--- src/rtl/lif_neuron_if.sv ---
// Bus bundle between a leaky integrate-and-fire neuron and its driver:
// presynaptic spikes, packed weights, enable, and the neuron's observable state.
interface lif_neuron_if #(
  parameter int NUM_PRE   = 4,
  parameter int W_WIDTH   = 4,
  parameter int POT_WIDTH = 8
);
  logic                       en;
  logic [NUM_PRE-1:0]         pre_spike;
  logic [NUM_PRE*W_WIDTH-1:0] weight;
  logic                       post_spike;
  logic [POT_WIDTH-1:0]       membrane;
  logic                       refractory;
  logic [7:0]                 spike_count;

  modport master (
    output en, pre_spike, weight,
    input  post_spike, membrane, refractory, spike_count
  );

  modport slave (
    input  en, pre_spike, weight,
    output post_spike, membrane, refractory, spike_count
  );
endinterface

--- src/rtl/lif_neuron.sv ---
// Leaky integrate-and-fire neuron: weighted spike integration, periodic linear
// leak, clamped membrane, threshold fire with optional refractory period.
module lif_neuron #(
  parameter int NUM_PRE       = 4,
  parameter int W_WIDTH       = 4,
  parameter int POT_WIDTH     = 8,
  parameter int THRESHOLD     = 32,
  parameter int LEAK_PERIOD   = 4,
  parameter int LEAK_AMT      = 1,
  parameter int REFRAC_CYCLES = 3
) (
  input logic         clk,
  input logic         rst,
  lif_neuron_if.slave bus
);

  localparam int SUM_W = W_WIDTH + ((NUM_PRE > 1) ? $clog2(NUM_PRE) : 0);
  localparam int MAX_W = (POT_WIDTH > SUM_W) ? POT_WIDTH : SUM_W;
  localparam int NXT_W = MAX_W + 2;
  localparam int LC_W  = (LEAK_PERIOD > 1) ? $clog2(LEAK_PERIOD) : 1;
  localparam int RC_W  = (REFRAC_CYCLES > 0) ? $clog2(REFRAC_CYCLES + 1) : 1;
  localparam logic [NXT_W-1:0] MAX_POT = NXT_W'({POT_WIDTH{1'b1}});

  typedef enum logic {INTEGRATE, REFRAC} state_t;

  state_t               state;
  logic [POT_WIDTH-1:0] membrane;
  logic                 post_spike;
  logic [7:0]           spike_count;
  logic [LC_W-1:0]      leak_cnt;
  logic [RC_W-1:0]      refrac_cnt;

  logic [SUM_W-1:0]     syn_sum;
  logic                 tick;
  logic [LC_W-1:0]      leak_nxt;
  logic [NXT_W-1:0]     nxt;
  logic [POT_WIDTH-1:0] pot_clamp;
  logic                 fire;

  always_comb begin
    syn_sum = '0;
    for (int unsigned i = 0; i < NUM_PRE; i++) begin
      if (bus.pre_spike[i])
        syn_sum += SUM_W'(bus.weight[(NUM_PRE-1-i)*W_WIDTH +: W_WIDTH]);
    end
  end

  // nxt is two's complement; the two headroom bits keep its MSB a true sign bit
  always_comb begin
    tick     = (leak_cnt == LC_W'(LEAK_PERIOD - 1));
    leak_nxt = tick ? '0 : leak_cnt + 1'b1;
    nxt      = NXT_W'(membrane) + NXT_W'(syn_sum)
             - (tick ? NXT_W'(LEAK_AMT) : '0);
    if (nxt[NXT_W-1])
      pot_clamp = '0;
    else if (nxt > MAX_POT)
      pot_clamp = '1;
    else
      pot_clamp = nxt[POT_WIDTH-1:0];
    fire = (32'(pot_clamp) >= 32'(THRESHOLD));
  end

  always_ff @(posedge clk) begin
    if (rst) begin
      state       <= INTEGRATE;
      membrane    <= '0;
      post_spike  <= 1'b0;
      spike_count <= '0;
      leak_cnt    <= '0;
      refrac_cnt  <= '0;
    end else if (!bus.en) begin
      post_spike <= 1'b0;
    end else begin
      case (state)
        INTEGRATE: begin
          if (fire) begin
            post_spike <= 1'b1;
            membrane   <= '0;
            leak_cnt   <= '0;
            if (spike_count != '1)
              spike_count <= spike_count + 8'd1;
            if (REFRAC_CYCLES > 0) begin
              state      <= REFRAC;
              refrac_cnt <= RC_W'(REFRAC_CYCLES);
            end
          end else begin
            post_spike <= 1'b0;
            membrane   <= pot_clamp;
            leak_cnt   <= leak_nxt;
          end
        end
        REFRAC: begin
          post_spike <= 1'b0;
          membrane   <= '0;
          leak_cnt   <= '0;
          refrac_cnt <= refrac_cnt - 1'b1;
          if (refrac_cnt == RC_W'(1))
            state <= INTEGRATE;
        end
        default: state <= INTEGRATE;
      endcase
    end
  end

  assign bus.post_spike  = post_spike;
  assign bus.membrane    = membrane;
  assign bus.refractory  = (state == REFRAC);
  assign bus.spike_count = spike_count;

endmodule
--- src/flat_wrapper.sv ---
// flat-port wrapper written by rule: the top's interface ports become plain ports
module lif_neuron_flat 
#(
  parameter int NUM_PRE       = 4,
  parameter int W_WIDTH       = 4,
  parameter int POT_WIDTH     = 8,
  parameter int THRESHOLD     = 32,
  parameter int LEAK_PERIOD   = 4,
  parameter int LEAK_AMT      = 1,
  parameter int REFRAC_CYCLES = 3
)
  (clk, rst, bus_en, bus_pre_spike, bus_weight, bus_post_spike, bus_membrane, bus_refractory, bus_spike_count);
  lif_neuron_if #(.NUM_PRE(NUM_PRE), .W_WIDTH(W_WIDTH), .POT_WIDTH(POT_WIDTH)) bus_i ();
  input logic clk;
  input logic rst;
  input wire logic [$bits(bus_i.en)-1:0] bus_en;
  input wire logic [$bits(bus_i.pre_spike)-1:0] bus_pre_spike;
  input wire logic [$bits(bus_i.weight)-1:0] bus_weight;
  output wire logic [$bits(bus_i.post_spike)-1:0] bus_post_spike;
  output wire logic [$bits(bus_i.membrane)-1:0] bus_membrane;
  output wire logic [$bits(bus_i.refractory)-1:0] bus_refractory;
  output wire logic [$bits(bus_i.spike_count)-1:0] bus_spike_count;
  assign bus_i.en = bus_en;
  assign bus_i.pre_spike = bus_pre_spike;
  assign bus_i.weight = bus_weight;
  assign bus_post_spike = bus_i.post_spike;
  assign bus_membrane = bus_i.membrane;
  assign bus_refractory = bus_i.refractory;
  assign bus_spike_count = bus_i.spike_count;
  lif_neuron #(.NUM_PRE(NUM_PRE), .W_WIDTH(W_WIDTH), .POT_WIDTH(POT_WIDTH), .THRESHOLD(THRESHOLD), .LEAK_PERIOD(LEAK_PERIOD), .LEAK_AMT(LEAK_AMT), .REFRAC_CYCLES(REFRAC_CYCLES)) u_core (.clk(clk), .rst(rst), .bus(bus_i));
endmodule
--- config.mk ---
export PLATFORM = sky130hd
export DESIGN_NAME = lif_neuron_flat
export DESIGN_NICKNAME = d
export VERILOG_FILES = /design/src/rtl/lif_neuron_if.sv /design/src/rtl/lif_neuron.sv /design/src/flat_wrapper.sv
export SDC_FILE = /design/constraint.sdc
export NUM_CORES = 1
export LEC_CHECK = 0
export CAP_MARGIN = 20
export CORE_MARGIN = 3
export CORE_UTILIZATION = 45
export CTS_BUF_LIST = sky130_fd_sc_hd__clkbuf_4
export DETAILED_ROUTE_END_ITERATION = 10
export PLACE_DENSITY = 0.7
export SLEW_MARGIN = 20
export SYNTH_ARGS = -nofsm -noshare
export SYNTH_HDL_FRONTEND = slang
export SYNTH_SLANG_ARGS = --single-unit
export TNS_END_PERCENT = 10
--- constraint.sdc ---
create_clock -name clk -period 11.9 [get_ports clk]
set_input_delay 2.975 -clock clk [delete_from_list [all_inputs] [get_ports clk]]
set_output_delay 2.975 -clock clk [all_outputs]
set_load 0.05 [all_outputs]
After elaboration in Yosys (flattened, before gate mapping):

Cells that the tools add are included.

* bits in registers: 22
* input port bits: 23
* output and inout port bits: 18
* word-level logic and storage cells: 43

* $add $sub $neg: 8
* order comparisons: 2
* eq/ne operators: 4
* mux-type cells: 18
* bitwise operators: 2
* reduce and logical (&&, ||, !) cells: 3

Operators by type and width (number)
* two-way mux 8 bit: 3
* two-way mux 6 bit: 3
* one-hot mux 8 bit (2 select lines): 1
* adder 6 x 4 -> 6 bit: 2
* greater-than comparator 10 x 8 -> 1 bit (second input constant): 1
* subtractor 10 bit: 1
* adder 8 x 6 -> 9 bit: 1
* adder 8 x 1 -> 8 bit (second input constant): 1
* greater-or-equal comparator 8 x 6 -> 1 bit (second input constant): 1
* != test 8 bit (second input constant): 1
* one-hot mux 2 bit (2 select lines): 2
* two-way mux 2 bit: 3
* adder 4 x 4 -> 5 bit: 1
* two-way mux 4 bit: 1
* one-hot mux 1 bit (2 select lines): 2
* AND reduction 4 bit: 1
* two-way mux 1 bit: 3
* adder 2 x 1 -> 2 bit (second input constant): 1
* equality test 2 x 1 -> 1 bit (second input constant): 1
* equality test 2 bit (second input constant): 1
* != test 2 x 1 -> 1 bit (second input constant): 1
* inverter 1 bit: 2
* AND reduction 2 bit: 1
* OR reduction 2 bit: 1
* subtractor 2 x 1 -> 2 bit (second input constant): 1

Depth between registers and ports, before layout:

Gate-level depths: netlist of run 1.

* depth in word-level cells: 15
* mapped depth: 29
* gate-level depth less buffers: 27

Worst setup path after synthesis of run 1:

No wires, ideal clock.

* path type: input to register
* from: input port bus_weight[12]
* to: register u_core.spike_count[6], in the netlist u_core.bus.spike_count[6]
* setup time: 0.117 ns
* data arrival time: 8.521 ns
* data required time: 11.783 ns
* setup slack: 3.262 ns
* cell stages on the path: 25
* buffers on the path: 1
* path through: and2_1 > ha_1 > inv_1 > fa_1 > mux2i_1 > fa_1 > mux2_2 > ha_1 > a21o_1 > a21oi_1 > nor2b_1 > o21ai_0 > inv_1 > maj3_1 > o21a_1 > ha_1 > inv_2 > or3_1 > o32a_1 > a31oi_2 > xnor2_1 > a21o_1 > buf_6 > or4_1 > a32o_1

* longest elaborated chain between the ends: 14

RTL lines
* start, declared: RTL line flat_wrapper.sv:18 `input wire logic [$bits(bus_i.weight)-1:0] bus_weight;`
* two-way mux 4 bit *: RTL line lif_neuron.sv:43 `if (bus.pre_spike[i])`
* adder 4 x 4 -> 5 bit: RTL line lif_neuron.sv:44 `syn_sum += SUM_W'(bus.weight[(NUM_PRE-1-i)*W_WIDTH +: W_WIDTH]);`
* two-way mux 6 bit *: RTL line lif_neuron.sv:43
* adder 6 x 4 -> 6 bit: RTL line lif_neuron.sv:44
* two-way mux 6 bit *: RTL line lif_neuron.sv:43
* adder 6 x 4 -> 6 bit: RTL line lif_neuron.sv:44
* two-way mux 6 bit *: RTL line lif_neuron.sv:43
* adder 8 x 6 -> 9 bit *: RTL line lif_neuron.sv:52 `nxt = NXT_W'(membrane) + NXT_W'(syn_sum)`
* subtractor 10 bit *: RTL line lif_neuron.sv:53 `- (tick ? NXT_W'(LEAK_AMT) : '0);`
* greater-than comparator 10 x 8 -> 1 bit: RTL line lif_neuron.sv:56 `else if (nxt > MAX_POT)`
* two-way mux 8 bit: RTL line lif_neuron.sv:56
* two-way mux 8 bit *: RTL line lif_neuron.sv:54 `if (nxt[NXT_W-1])`
* greater-or-equal comparator 8 x 6 -> 1 bit *: RTL line lif_neuron.sv:60 `fire = (32'(pot_clamp) >= 32'(THRESHOLD));`
* AND reduction 4 bit (no line) *
* end signal, assigned: RTL line lif_neuron.sv:81 `spike_count <= spike_count + 8'd1;`
* end, declared: RTL line lif_neuron.sv:29 `logic [7:0] spike_count;`

Mark *: on every way between the ends. The rest lies on a longest branch, timed or not.
A chain may end at the register's enable or synchronous reset.

Worst setup path after layout of run 1:

* from: input port bus_pre_spike[0]
* to: register u_core.spike_count[6], in the netlist u_core.bus.spike_count[6]

* longest elaborated chain between the ends: 14

RTL lines
* start, declared: RTL line flat_wrapper.sv:17 `input wire logic [$bits(bus_i.pre_spike)-1:0] bus_pre_spike;`
* two-way mux 4 bit *: RTL line lif_neuron.sv:43
* adder 4 x 4 -> 5 bit: RTL line lif_neuron.sv:44
* two-way mux 6 bit *: RTL line lif_neuron.sv:43
* adder 6 x 4 -> 6 bit: RTL line lif_neuron.sv:44
* two-way mux 6 bit *: RTL line lif_neuron.sv:43
* adder 6 x 4 -> 6 bit: RTL line lif_neuron.sv:44
* two-way mux 6 bit *: RTL line lif_neuron.sv:43
* adder 8 x 6 -> 9 bit *: RTL line lif_neuron.sv:52
* subtractor 10 bit *: RTL line lif_neuron.sv:53
* greater-than comparator 10 x 8 -> 1 bit: RTL line lif_neuron.sv:56
* two-way mux 8 bit: RTL line lif_neuron.sv:56
* two-way mux 8 bit *: RTL line lif_neuron.sv:54
* greater-or-equal comparator 8 x 6 -> 1 bit *: RTL line lif_neuron.sv:60
* AND reduction 4 bit (no line) *

Marks and branches as above.

==> reports/qor.txt, run 1 <==
Root Driver: clkbuf_4
PwrDens: 150 nW/um2
Iteration-0 DRC Markers: 71
Placed Instances: 369
area delta synth->final: 22.0%
total CTS buffers: 3
largest family of logic cells by synthesized area: simple AND/OR/NAND/NOR gates
nets: 359
Die Width: 76.2 um
ANT nets after route: 0
global-route wire length before repair: 8780 um
Clock power frac: 14.3%
Power Total: 0.406 mW
number of synthesized flops with an enable pin: 0
Placer Congestion: 0.844
max-cap violation count: 0
Worst Path Max Fanout: 10
maximum vdd drop: 0.0964 mV
DRC: 0
Max Clock Freq: 0.109 GHz
Final Skew: 0.00562 ns
worst-margin pin slew: 0.831 ns
Die Y: 76.2 um
largest cells by area after synthesis: dfxtp_1, ha_1, mux2_2
dpl hpwl: 3870 um
final setup vio count: 0
CTS tree: built
First-pass DRT Iterations: 4
total global-route track usage: 17.3%
Tcrit/Tclk final: 77.2%
RSZ-0062 raised after global routing: false
Worst EP required: 12.11 ns
flops & latches, synth: 22
hold crit path type: flip-flop to flip-flop
Seq pwr share: 25.5%
CTS resizes: 0
Skew-Pair Late Insertion Delay: 0.31 ns
Int Power: 0.228 mW
Critical Path End Type: flip-flop
Die Footprint: 5810 um2
startpoint types: input pin
Final min period: 9.19 ns
synth unique cells: 55
Post-Route Utilization: 59.3%
H-tree depth: 1
# port buffers: 40
mean routed wirelength per cell: 13.3 um
Rel. slew slack: 44.4%
grt ovf: 0
cts hold-fix bufs: 0
Slew Limit Fails: 0
I/O pin cnt: 41
Syn Nets: 323
post-synth top area share: 19.8%
Synth Area in Compound Gates: 21.8%
Ant. Diodes: 0
Synth Area in Simple Gates: 23.8%
ratio of cells with drive above 1 in the final layout: 7.14%
Placeable Area: 4560 um2
Finished Layout Cells: 373
Crit Path Class: input pin to flip-flop
setup TNS: 0 ns
Starting Density: 48.6%
sequential area share after synthesis: 19.8%
multiplexer share of the synthesized area: 6.43%
adder-cell share of the synthesized area: 17.5%
initial antenna violation count: 0
XOR/XNOR Fraction of Synth Area: 5.92%
Syn Std Cell Area: 2220 um2
Post-CTS Setup Bufs: 0
logic gate share of total power: 60.2%
Synth Flop Type: dfxtp_1
cell taking the most area after synthesis: dfxtp_1
CP Data Arrival Time: 9.40 ns
Rows: 24
status: finished, final reports clean
vias in the first global route: 1,950
clk sink count: 22
vias per cell: 5.54
final hold violations: 0
pin count of the biggest net entering global routing: 16
vias: 2,066
Lkg Pwr: 1.11 nW
Max Root-Sink Buffers: 2
Syn Area/Cell: 8.13 um2
warnings from Yosys: 0
sw frac: 43.9%
Sw Pwr: 0.179 mW
Mapped Cells: 273
wirelength, routed: 4950 um
async set or reset register ratio after synthesis: 0%
clk slew on worst S/H paths: 0.13 ns
[worst paths after layout]
kind	slack [ns]	from	end	depth (start not counted)
max reg2reg	8.56	u_core.bus.membrane[0]	u_core.bus.membrane[2]	11
min	0.49	u_core.leak_cnt[1]	u_core.leak_cnt[1]	1
max	2.71	bus_pre_spike[0]	u_core.bus.spike_count[6]	28
min reg2reg	0.49	u_core.leak_cnt[1]	u_core.leak_cnt[1]	1
[synth_stat cells, drive strengths merged (2+ instances only)]
library cell  number
o311a              2
nand2             16
o21a               5
fa                 4
and4               3
inv               16
o211ai             2
o31ai              2
or2                4
mux2              10
nor3               8
a211oi             2
nor2              18
o21ai             15
a21o               4
nand2b             5
a21oi             15
nor4               5
maj3               2
a31oi              2
nand4              3
xor2               8
xnor2              7
buf                3
mux2i              3
o2111ai            3
dfxtp             22
nor2b             10
clkbuf             6
ha                23
and2               8
nand3              9
a22o               7
and3               5
[layer usage]
metal  vias to the layer above  share of wire, %  track usage, %
met5                         -                 0               0
li1                       1076                 -               -
met1                       927                47            22.5
met4                         0              0.61            2.72
met2                        59                47            30.4
met3                         4               4.7            2.96
[cell families (layout without fill, tap and decap cells)]
group,count (synthesis),in the layout
adder cells (fa/ha/maj),29,29
AO/OA/AOI/OAI,70,70
multiplexers,13,13
flip-flops,22,22
buffers and inverters,25,60
AND/OR/NAND/NOR,99,99
XOR/XNOR,15,15
[area by class of cell]
cell class | instances | area [um2]
inverter | 16 | 60.1
clock buffer | 3 | 22.5
sequential | 22 | 440
multi-input combinational | 226 | 1670
tap | 65 | 81.3
clock inverter | 1 | 30.0
timing repair buffer | 40 | 400
fill | 462 | 1860
[critical path, stage by stage]
cell and delay [ns]:
clkdlybuf4s50_1 0.51, and2_1 0.16, ha_1 0.17, inv_1 0.06
fa_1 0.36, nor2b_1 0.14, nand3b_1 0.16, xor2_1 0.22
ha_1 0.30, and2_1 0.18, o21ai_0 0.17, o21a_1 0.17
ha_1 0.26, a21oi_1 0.21, nor2b_1 0.07, o21ai_0 0.27
inv_1 0.08, maj3_1 0.35, o21a_1 0.13, ha_1 0.41
inv_2 0.11, or3_1 0.38, o32a_1 0.17, a31oi_2 0.18
xnor2_1 0.14, a21o_1 0.28, or4_1 0.52, a32o_1 0.26
[cells in the final DEF, fill, tap and decap left out, types with 4 or more instances in the layout]
master and instances:
and3_1 5, o21a_1 5, nand3_1 9, nand2_1 16
nor2b_1 10, a22o_1 7, nand2b_1 5, nor3_1 8
and2_1 8, fa_1 4, mux2_2 10, or2_2 4
inv_1 15, o21ai_0 14, xnor2_1 7, xor2_1 8
clkdlybuf4s50_1 40, nor4_1 5, a21oi_1 15, ha_1 23
dfxtp_1 22, a21o_1 4, nor2_1 18
[stage by stage]
| step | area, um2 | setup slack (ns) | hold slack (ns) |
|---|---|---|---|
| 3_5_place_dp | 2660 | 2.41 | 0.463 |
| 4_1_cts | 2710 | 2.73 | 0.499 |
| 5_1_grt | 2710 | 2.19 | 0.516 |
| 6_report | 2710 | 2.71 | 0.493 |
| 3_3_place_gp | 2660 | 2.50 | 0.461 |
| 2_1_floorplan | 2220 | 3.26 | 0.446 |
[power groups by stage]
| stage | combinational [mW] | sequential (mW) | clock (mW) |
|---|---|---|---|
| 2_1_floorplan | 0.164 | 0.133 | 0 |
| 3_3_place_gp | 0.242 | 0.105 | 0 |
| 3_5_place_dp | 0.244 | 0.105 | 0 |
| 4_1_cts | 0.246 | 0.104 | 0.0601 |
| 5_1_grt | 0.274 | 0.106 | 0.0631 |
| 6_report | 0.245 | 0.103 | 0.0581 |
[registers in the layout, summed over array words and instances, names as in the netlist]
signal	count
u_core.bus.membrane	8
u_core.bus.refractory	1
u_core.refrac_cnt	2
u_core.bus.spike_count	8
u_core.bus.post_spike	1
u_core.leak_cnt	2
Note: power is estimated with default switching activity, not from simulation.
==> inputs of run 2 (changes only) <==
Settings changed: PLACE_DENSITY 0.7 to 0.73.
Clock period 11.9 ns to 7.8 ns, I/O delays scaled along.
==> run 2 against run 1 <==
Compared with the run above: clock power up 58%; cell count is 12% higher; global-route usage increased by 2.4 points; critical path depth decreased by 2; sequential share of layout area decreased by 2.7 points; largest power group unchanged; sequential power increased by 54%; total power up 83%; highest routed layer unchanged; flip-flop and latch count unchanged; critical path type unchanged.
==> reports/qor.txt, run 2 (same netlist as run 1, synthesis figures left out) <==
status: finished, final reports clean
final instance area: 3240 um2
Critical Path End Type: flip-flop
dpl hpwl: 4590 um
worst-margin pin slew: 0.763 ns
Starting Density: 48.6%
Die Width: 76.2 um
grt ovf: 0
Post-Route Utilization: 71.0%
fill count: 376
flop-to-flop setup slack: 4.58 ns
Root Driver: clkbuf_4
Ant. Diodes: 0
Max Root-Sink Buffers: 2
hold_ws: 0.506 ns
Rows: 24
max-cap violation count: 0
mean routed wirelength per cell: 14.3 um
commonest non-fill, non-tap cells in the layout: buf_4, clkdlybuf4s50_1, dfxtp_1
clk sink count: 22
vias: 2,316
Placeable Area: 4560 um2
Power Total: 0.745 mW
final hold violations: 0
Hold Crit Start: u_core.leak_cnt[1]
most common cell after layout, fill and taps aside: buf_4
Worst Path Max Fanout: 5
RSZ-0062 raised after global routing: true
Final min period: 7.71 ns
Lkg Pwr: 1.36 nW
global-route wire length before repair: 9870 um
Skew-Pair Late Insertion Delay: 0.32 ns
area delta synth->final: 46.0%
maximum vdd drop: 0.141 mV
startpoint types: input pin
worst r2r path cells: 10
final setup vio count: 0
Iteration-0 DRC Markers: 67
R2R Path Start: u_core.bus.membrane[0]
Max stage delay cell, worst path: fa_2
Max Clock Freq: 0.130 GHz
Regs by FF count: u_core.bus.membrane x8, u_core.bus.spike_count x8
CTS tree: built
nets: 404
R2R Path End: u_core.bus.spike_count[6]
total CTS buffers: 3
total global-route track usage: 19.8%
Die Y: 76.2 um
Crit Path Class: input pin to flip-flop
Final Skew: 0.0112 ns
pin count of the biggest net entering global routing: 16
Tcrit/Tclk final: 98.8%
CP Data Arrival Time: 7.93 ns
Placer Congestion: 0.868
Hold EP: u_core.leak_cnt[1]
Worst EP required: 8.02 ns
vias per cell: 5.54
H-tree depth: 1
First-pass DRT Iterations: 4
Die Footprint: 5810 um2
PwrDens: 230 nW/um2
vias in the first global route: 2,223
ANT nets after route: 0
Hold Path Stages: 1
initial antenna violation count: 0
wirelength, routed: 5980 um
Slew Limit Fails: 0
DRC: 0
clk slew on worst S/H paths: 0.14 ns
Rel. slew slack: 49.0%
ratio of cells with drive above 1 in the final layout: 26.3%
# port buffers: 40
Post-DP Area: 2980 um2
CP peak stage delay: 0.51 ns
hold crit path type: flip-flop to flip-flop
I/O pin cnt: 41
run 2: changes by cell type in the layout (fill, tap and decap cells not counted), moves of 3 or more:
cell / before / now
buf_4: 0 / 44
ha_1: 23 / 16
ha_4: 0 / 5
a21oi_1: 15 / 11
o21ai_0: 14 / 11
run 2: routing by layer:
metal  track usage [%]  share of wire, %  vias up
met3              3.19               5.1        6
li1                  -                 -     1168
met2              35.6                49       70
met4              4.53              0.72        0
met5                 0                 0        -
met1              24.5                45     1072
run 2: stage by stage:
stage | setup slack, ns | instances | TNS [ns]
finish | 0.0902 | 418 | 0
global route | -0.0999 | 418 | -0.282
CTS | 0.0194 | 416 | 0
detailed placement | -0.421 | 412 | -4.63
global placement | -0.352 | 412 | -3.50
floorplan | 0.187 | 273 | 0
run 2: worst max path at each step:
| stage | start | end | cells past startpoint | slack, ns |
|---|---|---|---|---|
| finish | bus_weight[12] | u_core.bus.spike_count[6] | 26 | 0.09 |
| detailed placement | bus_pre_spike[0] | u_core.bus.membrane[3] | 27 | -0.42 |
| global placement | bus_pre_spike[0] | u_core.bus.membrane[3] | 27 | -0.35 |
| CTS | bus_pre_spike[0] | u_core.bus.spike_count[6] | 26 | 0.02 |
| global route | bus_weight[12] | u_core.bus.spike_count[6] | 28 | -0.1 |
| floorplan | bus_weight[12] | u_core.bus.spike_count[6] | 25 | 0.19 |
run 2: worst max-delay path: cells and delay by family:
family                   cells  cell delay (ns)
AO/OA/AOI/OAI                8             1.58
XOR/XNOR                     1             0.11
adder cells (fa/ha/maj)      6             2.05
buffers and inverters        5             0.80
multiplexers                 2             0.37
AND/OR/NAND/NOR              4             1.08
run 2: power breakdown:
| group | total [mW] | internal [mW] | switching (mW) |
|---|---|---|---|
| logic | 0.495 | 0.246 | 0.248 |
| registers | 0.159 | 0.135 | 0.0232 |
| clock network | 0.0917 | 0.0519 | 0.0398 |
run 2: cell type report:
class                           count  area [um2]  share of cell area (%)
Multi-Input combinational cell    226        1860                    57.5
Tap cell                           65        81.3                    2.51
Timing Repair Buffer               85         744                    23.0
Clock buffer                        3        22.5                   0.695
Clock inverter                      1        30.0                   0.927
Sequential cell                    22         440                    13.6
Inverter                           16        60.1                    1.85
run 2: repair_timing:
item                                    4_1_cts  5_1_grt
endpoints found under the setup margin        7       17
buffers inserted                              0        2
resized for setup                             6       32
hold buffers                                  0        0
pin swaps                                     0       10
